File: src/rtl/vc_demux_buf.sv
// vc_demux_buf: input-side VC demultiplexer with per-VC FIFOs.
// Steers each incoming link flit into the FIFO of its VC, exposes every
// VC head to the router core, and returns one credit per dequeued flit.
//
// Ports:
//   clk      - clock, all state updates on the rising edge
//   rst_     - synchronous reset, active-high
//   ivalid   - incoming flit valid
//   idata    - incoming flit data
//   ivch     - destination VC of the incoming flit
//   deq      - per-VC pop request from the core
//   ovalid   - per-VC head valid (FIFO non-empty)
//   odata    - per-VC head data, VC v at [v*DATAW +: DATAW]
//   ocredit  - per-VC credit-return pulse, one cycle after a dequeue
//   ocount   - per-VC occupancy, VC v at [v*CW +: CW]
//   overflow - sticky flag: a flit was dropped (full VC or bad VC id)
module vc_demux_buf #(
    parameter  int DATAW = 32,
    parameter  int NVCH  = 2,
    parameter  int DEPTH = 4,
    localparam int VCW   = (NVCH > 1) ? $clog2(NVCH) : 1,
    localparam int PW    = $clog2(DEPTH),
    localparam int CW    = PW + 1
) (
    input  logic                  clk,
    input  logic                  rst_,
    input  logic                  ivalid,
    input  logic [DATAW-1:0]      idata,
    input  logic [VCW-1:0]        ivch,
    input  logic [NVCH-1:0]       deq,
    output logic [NVCH-1:0]       ovalid,
    output logic [NVCH*DATAW-1:0] odata,
    output logic [NVCH-1:0]       ocredit,
    output logic [NVCH*CW-1:0]    ocount,
    output logic                  overflow
);

    localparam logic [VCW:0] NVCH_L = (VCW+1)'(NVCH);

    logic [DATAW-1:0] r_mem   [NVCH][DEPTH];
    logic [PW-1:0]    r_wptr  [NVCH];
    logic [PW-1:0]    r_rptr  [NVCH];
    logic [CW-1:0]    r_count [NVCH];
    logic [NVCH-1:0]  r_credit;
    logic             r_overflow;

    logic [NVCH-1:0]  w_enq_ok;
    logic [NVCH-1:0]  w_deq_ok;
    logic             w_drop;
    logic             w_vch_bad;

    // A full VC still accepts a flit when it is popped in the same cycle,
    // since the dequeue frees the slot the write lands in.
    always_comb begin
        w_enq_ok  = '0;
        w_deq_ok  = '0;
        w_vch_bad = ({1'b0, ivch} >= NVCH_L);
        w_drop    = ivalid && w_vch_bad;
        for (int unsigned v = 0; v < NVCH; v++) begin
            w_deq_ok[v] = deq[v] && (r_count[v] != '0);
            if (ivalid && !w_vch_bad && (ivch == VCW'(v))) begin
                if ((r_count[v] != CW'(DEPTH)) || deq[v]) begin
                    w_enq_ok[v] = 1'b1;
                end else begin
                    w_drop = 1'b1;
                end
            end
        end
    end

    // Storage carries no reset; validity is tracked by the counts alone.
    always_ff @(posedge clk) begin
        for (int unsigned v = 0; v < NVCH; v++) begin
            if (w_enq_ok[v]) begin
                r_mem[v][r_wptr[v]] <= idata;
            end
        end
    end

    always_ff @(posedge clk) begin
        if (rst_) begin
            for (int unsigned v = 0; v < NVCH; v++) begin
                r_wptr[v]  <= '0;
                r_rptr[v]  <= '0;
                r_count[v] <= '0;
            end
            r_credit   <= '0;
            r_overflow <= 1'b0;
        end else begin
            r_credit <= w_deq_ok;
            for (int unsigned v = 0; v < NVCH; v++) begin
                if (w_enq_ok[v]) begin
                    r_wptr[v] <= r_wptr[v] + PW'(1);
                end
                if (w_deq_ok[v]) begin
                    r_rptr[v] <= r_rptr[v] + PW'(1);
                end
                case ({w_enq_ok[v], w_deq_ok[v]})
                    2'b10:   r_count[v] <= r_count[v] + CW'(1);
                    2'b01:   r_count[v] <= r_count[v] - CW'(1);
                    default: r_count[v] <= r_count[v];
                endcase
            end
            if (w_drop) begin
                r_overflow <= 1'b1;
            end
        end
    end

    always_comb begin
        ovalid = '0;
        odata  = '0;
        ocount = '0;
        for (int unsigned v = 0; v < NVCH; v++) begin
            ovalid[v]               = (r_count[v] != '0);
            odata[v*DATAW +: DATAW] = r_mem[v][r_rptr[v]];
            ocount[v*CW +: CW]      = r_count[v];
        end
    end

    assign ocredit  = r_credit;
    assign overflow = r_overflow;

endmodule

File: config.mk
export PLATFORM = sky130hd
export DESIGN_NAME = vc_demux_buf
export DESIGN_NICKNAME = d
export VERILOG_FILES = /design/src/rtl/vc_demux_buf.sv
export SDC_FILE = /design/constraint.sdc
export NUM_CORES = 1
export LEC_CHECK = 0
export BUFFER_PORTS_ARGS = -buffer_cell sky130_fd_sc_hd__buf_2
export CAP_MARGIN = 20
export CORE_ASPECT_RATIO = 1.2
export CORE_MARGIN = 2
export CORE_UTILIZATION = 50
export CTS_CLUSTER_SIZE = 16
export DETAILED_ROUTE_END_ITERATION = 12
export PLACE_DENSITY_LB_ADDON = 0.12
export SYNTH_ARGS = -nofsm -noshare
export SYNTH_HDL_FRONTEND = slang
export SYNTH_SLANG_ARGS = --single-unit
File: constraint.sdc
create_clock -name clk -period 2.2 [get_ports clk]
set_input_delay 0 -clock clk [delete_from_list [all_inputs] [get_ports clk]]
set_output_delay 0 -clock clk [all_outputs]
set_load 0.01 [all_outputs]
* Word level (Yosys, flattened, before mapping)
Memory sizes are Yosys's and may differ from the RTL's. Cells that the tools add are included.
Storage, ports and cells: logic and storage cells 119, bits in read-only memories 0, memories kept 4, latch bits 0, memory bits (writable) 270, input port bits 38, output and inout port bits 75, flip-flop bits (word level) 3
Memory list:
- r_mem | depth 2, bits a word 128, read ports 2, clocked after memory_dff 0, write ports 1, RTL line 40 | logic [DATAW-1:0] r_mem [NVCH][DEPTH];
- r_count | depth 2, bits a word 3, read ports 2, clocked after memory_dff 0, write ports 2, RTL line 43 | logic [CW-1:0] r_count [NVCH];
- r_rptr | depth 2, bits a word 2, read ports 2, clocked after memory_dff 0, write ports 2, RTL line 42 | logic [PW-1:0] r_rptr [NVCH];
- r_wptr | depth 2, bits a word 2, read ports 2, clocked after memory_dff 0, write ports 2, RTL line 41 | logic [PW-1:0] r_wptr [NVCH];
Cells by class: equal/unequal tests 6, shift operators 0, add/subtract/negate cells 8, bitwise logic cells 15, magnitude comparators 6, mux-type cells 65, div/mod/pow operators 0, multiply operators 0, reduce and logical (&&, ||, !) cells 13
Operator list (count):
- two-way mux 128 bit | 4
- two-way mux 32 bit | 6
- binary-select mux 32 bit (select 2 bit) | 2
- demux 32 bit (select 2 bit) | 2
- OR reduction 128 bit | 1
- two-way mux 1 bit | 41
- two-way mux 3 bit | 6
- >= comparator 3 bit (second input constant) | 4
- NOT 2 -> 3 bit | 4
- bitwise OR 1 bit | 10
- adder 2 x 1 -> 2 bit (second input constant) | 4
- two-way mux 2 bit | 4
- adder 3 x 1 -> 3 bit (second input constant) | 2
- logical AND 1 bit | 6
- < comparator 3 x 1 -> 1 bit (second input constant) | 2
- inequality test 3 bit (second input constant) | 2
- nonzero test 3 bit | 2
- subtractor 3 x 1 -> 3 bit (second input constant) | 2
- == test 2 x 1 -> 1 bit (second input constant) | 2
- == test 2 bit (second input constant) | 2
- OR reduction 2 bit | 2
- logical OR 1 bit | 2
- NOT 1 bit | 1

* Longest topological paths before layout
Gate-level depths: netlist (run 1). An unclocked memory read counts as a cell.
depth in word-level cells 12, depth in mapped cells 9, gate-level depth less buffers 9

* Worst setup path after synthesis (run 1)
Ideal clock, no wire load.
path kind register to register, from memory r_count[0][1] in the netlist's numbering, to memory r_count[1][2] in the netlist's numbering, data pin, period minus slack after synthesis 2.267 ns, setup time 0.285 ns, required time 1.915 ns, buffers on the path 0, arrival time 1.981 ns, stages on the path, launching flop included 7, slack -0.067 ns, path through edfxtp_1 or3_4 nand2_1 inv_1 ha_1 o41ai_1 o32ai_1
RTL lines (RTL line):
- from (decl) | 43

==> metrics.yaml, run 1 <==
layout.cells.most_common_list: "270 x sky130_fd_sc_hd__edfxtp_1, 112 x sky130_fd_sc_hd__buf_2, 56 x sky130_fd_sc_hd__mux4_2, 39 x sky130_fd_sc_hd__dlygate4sd3_1, 27 x sky130_fd_sc_hd__clkbuf_16"
r2r_setup_slack_ns: 0.03
max-clock-path-buffers: 3
clkSinkCount: 273
seq_area_frac_synth: 0.780
preCtsSetupSlack_ns: -0.0838
crit_path_required_time_ns: 2.47
port_buffers: 112
cap_violations: 0
synth_seq_cells: 273
worst_ir_drop_vdd_uv: 666
antennaDiodeCount: 0
path_class_of_the_lowest_slack_min_delay_path: "input port to flop"
avgSynthCellArea_um2: 23.6
wire_length_of_the_first_global_routing_pass_um: 30200
power_report.internal_total_w: 0.00947
insertion_delay_ns: 0.51
hold_path_startpoint: "ivch"
clock_power_share: 0.352
nNetsFinal: 683
yosys_warnings: 0
cts_root_buf: "sky130_fd_sc_hd__clkbuf_16"
pin_count_of_the_biggest_net_entering_global_routing: 33
globalRouteTotalUtil: 0.183
drt_drc_violations_left: 0
final_area_um2: 12700
hold_path_cell_cnt: 3
cts_htree_levels: 1
rr_endpoint: "r_count[0][2]$_SDFFCE_PN0P_"
tritoncts_clock_tree: "yes"
io_pins: 113
outcome: "finished clean"
starting_density_of_the_core: 0.504
placed_cell_area_um2: 11400
netSwitchingPower_w: 0.00291
die_y_um: 162
netlist-cell-type-count: 32
placeableCoreArea_um2: 20800
top_cell_type_s_share_of_synthesized_area: 0.775
horiz_die_dim_um: 136
dp_hpwl_um: 11900
syn_to_final_growth_pct: 21.1
number_of_routed_nets_with_antenna_violations: 0
period_minus_slack_ns: 2.17
gpl.final_weighted_congestion: 0.752
finalMaxSlewViolations: 0
routed_wl_per_cell_um: 21.6
viasPerCell: 5.38
cts_bufs_inserted: 26
drt-total-wl_um: 19800
first_iter_violations: 388
first_pass_iters: 4
area_of_the_die_um2: 22100
netlist_instances: 444
timing.critical_path.slowest_stage_cell: "sky130_fd_sc_hd__edfxtp_1"
routed-via-count: 4936
power.density_nw_per_um2: 976
combinationalPowerShare: 0.161
final_min_period_over_clock_period: 0.984
ff2ff_path_depth: 9
synthDominantAreaCellType: "sky130_fd_sc_hd__edfxtp_1"
endpoint_kind_of_the_worst_setup_timing_path: "flop"
setup-violations-final: 0
synth.cell_area_um2: 10500
critical_path_peak_fanout: 3
min_to: "r_wptr[0][1]$_SDFFCE_PN0P_"
crit_path_start: "r_count[0][0]$_SDFFCE_PN0P_"
power_switching_share: 0.235
crit_path_max_incr_delay_ns: 0.47
timing.clock.skew_ns: 0.00690
timing.setup.critical_path_class: "flop to flop"
maxClockFrequency_mhz: 462
share_seq_of_total_power: 0.487
timing.critical_path.cells: "nor4b_4 -> nor2_2 -> inv_1 -> ha_4 -> nand2b_4 -> fa_2 -> xor2_2 -> xnor2_1 -> nor2_1"
antenna_found_initial: 0
final_critical_path_setup_slack_ns: 0.0343
path_clk_slew_ns: 0.06
final-hold-violation-count: 0
grt_pass1_vias: 5352
drive_gt1_frac: 0.380
layout.cells.most_common: "sky130_fd_sc_hd__edfxtp_1"
synth.area.top_cells: "sky130_fd_sc_hd__edfxtp_1 77%, sky130_fd_sc_hd__mux4_2 12%, sky130_fd_sc_hd__mux4_1 2.0%"
postSynthNetCount: 498
overflow_after_grt: 0
power_leakage_nw: 4.40
timing.critical_path.max_delay_family: "simple AND/OR/NAND/NOR gates"
start_kind: "flop"
timing_worst_slew_pin_value_ns: 1.06
worst_r2r_startpoint: "r_count[0][0]$_SDFFCE_PN0P_"
rows: 58
timing.critical_path.arrival_ns: 2.44
slew-limit-headroom: 0.296
path_buf_inv: 1
==> power by group through the flow <==
| stage | registers [W] | clock network, W | logic, W |
|---|---|---|---|
| after floorplan | 0.00613 | 0 | 0.00128 |
| after detailed placement | 0.00614 | 0 | 0.00194 |
| after global routing | 0.00605 | 0.00464 | 0.00217 |
| final | 0.00603 | 0.00435 | 0.00200 |
| after CTS | 0.00603 | 0.00445 | 0.00202 |
| after global placement | 0.00612 | 0 | 0.00191 |
==> area by class of cell <==
cell class | count | area [um^2]
Sequential cell | 273 | 8170
Clock inverter | 16 | 149
Tap cell | 270 | 338
Fill cell | 1515 | 8080
Clock buffer | 30 | 687
Inverter | 14 | 52.6
Timing Repair Buffer | 174 | 1160
Multi-Input combinational cell | 140 | 2120
==> state kept, by name, indices dropped and copies added, names as in the netlist <==
name	count
r_count	6
r_wptr	4
r_rptr	4
ocredit	2
overflow	1
r_mem	256
==> cell usage after synthesis, drive strengths merged <==
library cell	instances
dfxtp	3
nand2b	3
or2	1
clkbuf	2
nor2	16
a2bb2oi	1
edfxtp	270
fa	1
and3	4
nor3	3
or3	1
a211oi	1
xnor2	4
xor2	3
nor2b	1
o21ai	3
a32oi	1
inv	14
nand3b	1
and2	6
mux4	64
nor3b	2
ha	15
o41ai	1
buf	15
nand2	5
nor4b	1
and4b	1
o32ai	1
==> logic make-up (layout without fill, tap and decap cells) <==
family / after synthesis / in the layout / share of synthesized area
DFF: 273 / 273 / 0.780
xor gates and xnor gates: 7 / 7 / 0.00586
adders and majority gates: 16 / 16 / 0.0198
buffers and inverters: 31 / 234 / 0.0227
AOI/OAI and AO/OA: 8 / 8 / 0.00622
muxes: 64 / 64 / 0.141
and+or+nand+nor: 45 / 45 / 0.0244
==> worst max-delay path by stage <==
stage | depth (start not counted) | endpoint
6_report | 9 | r_count[0][2]$_SDFFCE_PN0P_
5_1_grt | 9 | r_count[0][2]$_SDFFCE_PN0P_
4_1_cts | 7 | r_count[1][2]$_DFFE_PP_
3_5_place_dp | 9 | r_count[0][2]$_SDFFCE_PN0P_
3_3_place_gp | 9 | r_count[0][2]$_SDFFCE_PN0P_
2_1_floorplan | 6 | r_count[1][2]$_DFFE_PP_
==> timing repair <==
| action | CTS | global route |
|---|---|---|
| resized for setup | 2 | 6 |
| endpoints found under the setup margin | 1 | 37 |
| hold buffers | 39 | 0 |
| cloned | 0 | 0 |
| pin swaps | 0 | 2 |
| hold endpoints to repair | 273 | 0 |
| setup buffers | 2 | 2 |
==> worst min-delay path, stage by stage <==
cell	delay, ns
sky130_fd_sc_hd__buf_2	0.12
sky130_fd_sc_hd__nand2b_1	0.16
sky130_fd_sc_hd__o21ai_0	0.14
==> through the flow <==
step                       util  total power [W]  instances  hold slack, ns   TNS, ns
final                     0.611           0.0124        917           0.101         0
after CTS                 0.609           0.0125        915          0.0808         0
after global routing      0.611           0.0129        917           0.112   -0.0217
after floorplan               -          0.00742        444          0.0989  -0.00186
after global placement    0.548          0.00803        828           0.263         0
after detailed placement  0.548          0.00808        828           0.279   -0.0838
==> layer usage <==
metal  up-vias  wire length (um)  track usage
met5         -                 0            0
met4         0               303       0.0436
met3        28               923       0.0277
met2       129             10500        0.321
met1      2566              8100        0.244
li1       2213                 -            -
(Power assumes the default switching activity.)
==> inputs of run 2 (changes only) <==
==> constraint.sdc (replaced) <==
create_clock -name clk -period 2.2 [get_ports clk]
set_input_delay 0.11 -clock clk [delete_from_list [all_inputs] [get_ports clk]]
set_output_delay 0.11 -clock clk [all_outputs]
set_load 0.01 [all_outputs]
==> run 2 against run 1 <==
Net effect: global-route usage is 0.24 points higher; combinational power hardly changed; count of clock-buffer cells in the layout is 5 higher; first-iteration DRC count is 40% lower; sequential power hardly changed; wire length is 0.78% higher; largest cell class unchanged; highest routed layer unchanged.
==> metrics.yaml, run 2 (synthesized netlist as in run 1, its figures left out) <==
worst_ir_drop_vdd_uv: 578
max-clock-path-buffers: 3
timing.setup.critical_path_class: "flop to flop"
drt_drc_violations_left: 0
endpoint_kind_of_the_worst_setup_timing_path: "flop"
timing.critical_path.max_delay_family: "simple AND/OR/NAND/NOR gates"
layout.cells.most_common_list: "270 x sky130_fd_sc_hd__edfxtp_1, 112 x sky130_fd_sc_hd__buf_2, 56 x sky130_fd_sc_hd__mux4_2, 38 x sky130_fd_sc_hd__dlygate4sd3_1, 27 x sky130_fd_sc_hd__clkbuf_16"
cts_bufs_inserted: 27
final_min_period_over_clock_period: 0.969
drive_gt1_frac: 0.370
finalMaxSlewViolations: 0
syn_to_final_growth_pct: 20.8
path_class_of_the_lowest_slack_min_delay_path: "input port to flop"
routed-via-count: 4965
cell_total_after_placement: 829
timing.clock.skew_ns: 0.0124
timing.critical_path.cells: "nor4b_4 -> nor2_2 -> inv_1 -> ha_4 -> nand2b_4 -> fa_2 -> xor2_1 -> xnor2_1 -> nor2_1"
globalRouteTotalUtil: 0.186
io_pins: 113
routed_wl_per_cell_um: 21.7
finish.cell_count_without_fillers: 919
clkSinkCount: 273
nNetsFinal: 683
finalHoldWorstSlack_ns: 0.0816
number_of_routed_nets_with_antenna_violations: 0
power.density_nw_per_um2: 955
port_buffers: 112
outcome: "finished clean"
slew-limit-headroom: 0.612
path_buf_inv: 1
antennaDiodeCount: 0
largest_register_ff_count: 256
cap_violations: 0
worst_r2r_startpoint: "r_count[0][0]$_SDFFCE_PN0P_"
timing.critical_path.slowest_stage_cell: "sky130_fd_sc_hd__edfxtp_1"
start_kind: "flop"
antenna_found_initial: 0
crit_path_start: "r_count[0][0]$_SDFFCE_PN0P_"
placeableCoreArea_um2: 20800
insertion_delay_ns: 0.52
area_of_the_die_um2: 22100
timing_worst_slew_pin_value_ns: 0.583
viasPerCell: 5.40
cts_root_buf: "sky130_fd_sc_hd__clkbuf_16"
wire_length_of_the_first_global_routing_pass_um: 30500
critical_path_peak_fanout: 3
fillers: 1551
crit_path_max_incr_delay_ns: 0.46
overflow_after_grt: 0
setup-violations-final: 0
rows: 58
horiz_die_dim_um: 136
first_pass_iters: 4
grt_pass1_vias: 5400
die_y_um: 162
r2r_setup_slack_ns: 0.07
layout.cells.most_common: "sky130_fd_sc_hd__edfxtp_1"
pin_count_of_the_biggest_net_entering_global_routing: 33
starting_density_of_the_core: 0.504
cts_htree_levels: 1
drt-total-wl_um: 20000
period_minus_slack_ns: 2.13
path_clk_slew_ns: 0.06
first_iter_violations: 231
final-hold-violation-count: 0
power_leakage_nw: 4.37
gpl.final_weighted_congestion: 0.764
hold_path_startpoint: "deq[1]"
maxClockFrequency_mhz: 469
dp_hpwl_um: 11600
crit_path_required_time_ns: 2.48
timing.critical_path.arrival_ns: 2.41
tritoncts_clock_tree: "yes"
[run 2: cell types whose count changed in the layout (fill, tap and decap cells not counted), sizes merged]
cell / change
inv: +1
bufinv: -3
clkbuf: +6
buf: -1
dlygate4sd3: -1
[run 2: power by group]
part,total (W),internal [W],switching (W)
logic,0.00201,0.000965,0.00104
registers,0.00603,0.00595,0.0000839
clock network,0.00404,0.00225,0.00179
[run 2: metal layers]
| metal | track usage | up-vias | part of all wire |
|---|---|---|---|
| met5 | 0 | - | 0 |
| met4 | 0.0450 | 0 | 0.016 |
| met3 | 0.0283 | 27 | 0.047 |
| met2 | 0.328 | 128 | 0.53 |
| met1 | 0.244 | 2592 | 0.41 |
| li1 | - | 2218 | - |
[run 2: repair_timing]
| action | 4_1_cts | 5_1_grt |
|---|---|---|
| setup endpoints to repair | 5 | 72 |
| hold buffers | 38 | 0 |
| endpoints found under the hold margin | 260 | 0 |
| pin swaps | 0 | 1 |
| resized for setup | 2 | 6 |
| buffers inserted | 1 | 2 |
| cloned | 0 | 0 |
[run 2: final cells by class]
type,count,area [um^2],area share
clock buffers,35,706,0.0558
inverters,14,52.6,0.00416
well taps,270,338,0.0267
repair buffers,173,1210,0.0955
flip-flops and latches,273,8170,0.646
multi-input cells,140,2110,0.167
clock inverters,14,63.8,0.00505
[run 2: stage by stage]
step | utilization | TNS, ns | setup slack [ns] | total power (W) | area (um^2)
after floorplan | - | -0.00186 | -0.00186 | 0.00742 | 10500
after global placement | 0.551 | 0 | 0.0680 | 0.00807 | 11400
after detailed placement | 0.551 | -0.0141 | -0.0141 | 0.00811 | 11400
after CTS | 0.607 | 0 | 0.00774 | 0.0122 | 12600
after global routing | 0.609 | -0.00507 | -0.00507 | 0.0126 | 12600
final | 0.609 | 0 | 0.0692 | 0.0121 | 12600
[run 2: worst paths after layout]
path | to | cells after the start
worst max register to register | r_count[0][2]$_SDFFCE_PN0P_ | 9
worst min register to register | r_count[1][0]$_DFFE_PP_ | 1
worst max-delay path | r_count[0][2]$_SDFFCE_PN0P_ | 9
worst min-delay path | r_rptr[0][0]$_SDFFCE_PN0P_ | 3
[run 2: worst min-delay path, cell delays in order]
cell and delay, ns:
sky130_fd_sc_hd__buf_2 0.12, sky130_fd_sc_hd__a32oi_2 0.17, sky130_fd_sc_hd__nor2_1 0.10
==> inputs of run 3 (changes only) <==
CORE_UTILIZATION = 34   (was 50)
==> run 3 against run 2 <==
Net effect: global-route usage decreased by 4.8 points; highest routed layer unchanged; die area is 46% higher; cell count rose by 15%; clock skew decreased by 0.0020 ns; register-to-register slack barely moved.
==> metrics.yaml, run 3 (synthesized netlist as in run 1, its figures left out) <==
routed_wl_per_cell_um: 20.7
setup-violations-final: 0
io_pins: 113
cap_violations: 0
insertion_delay_ns: 0.53
maxClockFrequency_mhz: 472
path_clk_slew_ns: 0.06
layout.cells.most_common: "sky130_fd_sc_hd__edfxtp_1"
grt_pass1_vias: 5447
cts_bufs_inserted: 29
cts_htree_levels: 1
path_class_of_the_lowest_slack_min_delay_path: "input port to flop"
timing.critical_path.slowest_stage_cell: "sky130_fd_sc_hd__edfxtp_1"
gpl.final_weighted_congestion: 0.755
timing.clock.skew_ns: 0.0103
slew-limit-headroom: 0.690
tritoncts_clock_tree: "yes"
first_pass_iters: 4
crit_path_max_incr_delay_ns: 0.45
horiz_die_dim_um: 164
final-hold-violation-count: 0
overflow_after_grt: 0
area_of_the_die_um2: 32200
finalCoreUtilization: 0.427
drive_gt1_frac: 0.382
start_kind: "flop"
final_min_period_over_clock_period: 0.964
dp_hpwl_um: 13600
cts_root_buf: "sky130_fd_sc_hd__clkbuf_16"
max-clock-path-buffers: 3
antenna_found_initial: 0
pin_count_of_the_biggest_net_entering_global_routing: 33
finalMaxSlewViolations: 0
grt_setup_unrepaired: "yes"
first_iter_violations: 272
timing_worst_slew_pin_value_ns: 0.459
viasPerCell: 4.72
timing.setup.critical_path_class: "flop to flop"
number_of_routed_nets_with_antenna_violations: 0
power_leakage_nw: 4.46
timing.critical_path.arrival_ns: 2.41
wire_length_of_the_first_global_routing_pass_um: 32900
nNetsFinal: 689
power.density_nw_per_um2: 973
clkSinkCount: 273
multiInputGateArea_um2: 2110
drt_drc_violations_left: 0
preCtsSetupSlack_ns: 0.00411
crit_path_required_time_ns: 2.49
die_y_um: 196
globalRouteTotalUtil: 0.138
fillers: 2658
critical_path_peak_fanout: 3
period_minus_slack_ns: 2.12
placeableCoreArea_um2: 30400
routed-via-count: 4971
timing.critical_path.cells: "nor4b_4 -> nor2_2 -> inv_2 -> ha_4 -> nand2b_4 -> fa_2 -> xor2_2 -> xnor2_1 -> nor2_1"
drt-total-wl_um: 21800
starting_density_of_the_core: 0.344
outcome: "finished clean"
rows: 70
layout.cells.most_common_list: "270 x sky130_fd_sc_hd__edfxtp_1, 112 x sky130_fd_sc_hd__buf_2, 56 x sky130_fd_sc_hd__mux4_2, 38 x sky130_fd_sc_hd__dlygate4sd3_1, 29 x sky130_fd_sc_hd__clkbuf_16"
area_taken_by_flip_flops_and_latches_um2: 8170
largest_register_ff_count: 256
antennaDiodeCount: 0
endpoint_kind_of_the_worst_setup_timing_path: "flop"
setup_tns_ns: 0
port_buffers: 112
final_critical_path_setup_slack_ns: 0.0799
syn_to_final_growth_pct: 24.1
worst_ir_drop_vdd_uv: 485
[run 3: cell types whose count changed in the layout (fill, tap and decap cells not counted), sizes merged]
cell / delta
clkinv: -1
bufinv: +2
clkinvlp: -1
inv: +1
clkbuf: +2
buf: +5
[run 3: layer usage]
layer | wire length (um) | part of all wire | track usage | vias to the layer above
li1 | - | - | - | 2229
met1 | 8820 | 0.40 | 0.170 | 2608
met2 | 11500 | 0.53 | 0.248 | 114
met3 | 1230 | 0.057 | 0.0260 | 20
met4 | 280 | 0.013 | 0.0312 | 0
met5 | 0 | 0 | 0 | -
[run 3: stage by stage]
stage	power, W	area [um^2]	cells	hold WS (ns)
after floorplan	0.00742	10500	444	0.209
after global placement	0.00815	11700	960	0.373
after CTS	0.0128	13000	1052	0.144
after detailed placement	0.00819	11700	960	0.388
after global routing	0.0132	13000	1053	0.175
final	0.0126	13000	1053	0.167
[run 3: layout make-up]
type | instances | area share
clock inverters | 15 | 0.00963
inverters | 14 | 0.00405
multi-input cells | 140 | 0.163
flip-flops and latches | 273 | 0.629
well taps | 396 | 0.0382
clock buffers | 38 | 0.0585
repair buffers | 177 | 0.0980
[run 3: worst paths after layout]
kind	start	end	slack [ns]	cells past startpoint
hold reg to reg	r_count[1][0]$_DFFE_PP_	r_count[1][0]$_DFFE_PP_	0.63	1
setup / recovery	r_count[0][0]$_SDFFCE_PN0P_	r_count[0][2]$_SDFFCE_PN0P_	0.08	9
hold / removal	deq[0]	r_rptr[0][1]$_SDFFCE_PN0P_	0.17	4
setup reg to reg	r_count[0][0]$_SDFFCE_PN0P_	r_count[0][2]$_SDFFCE_PN0P_	0.08	9
[run 3: worst max-delay path: cells and delay by family (launching register included)]
family / cells / cell delay, ns
simple gates: 4 / 0.54
fa+ha+maj: 2 / 0.52
xor+xnor: 2 / 0.30
buf+inv: 1 / 0.07
flops: 1 / 0.45
[run 3: power by group]
part / total (W) / switching (W) / internal [W]
clock: 0.00454 / 0.00188 / 0.00266
combinational: 0.00207 / 0.00109 / 0.000980
sequential: 0.00603 / 0.0000821 / 0.00595
[run 3: what timing repair did]
item | CTS | global route
gates resized for setup | 2 | 5
hold buffers | 38 | 0
buffers inserted | 1 | 1
endpoints found under the hold margin | 260 | 0
pin swaps | 1 | 2
endpoints found under the setup margin | 3 | 7
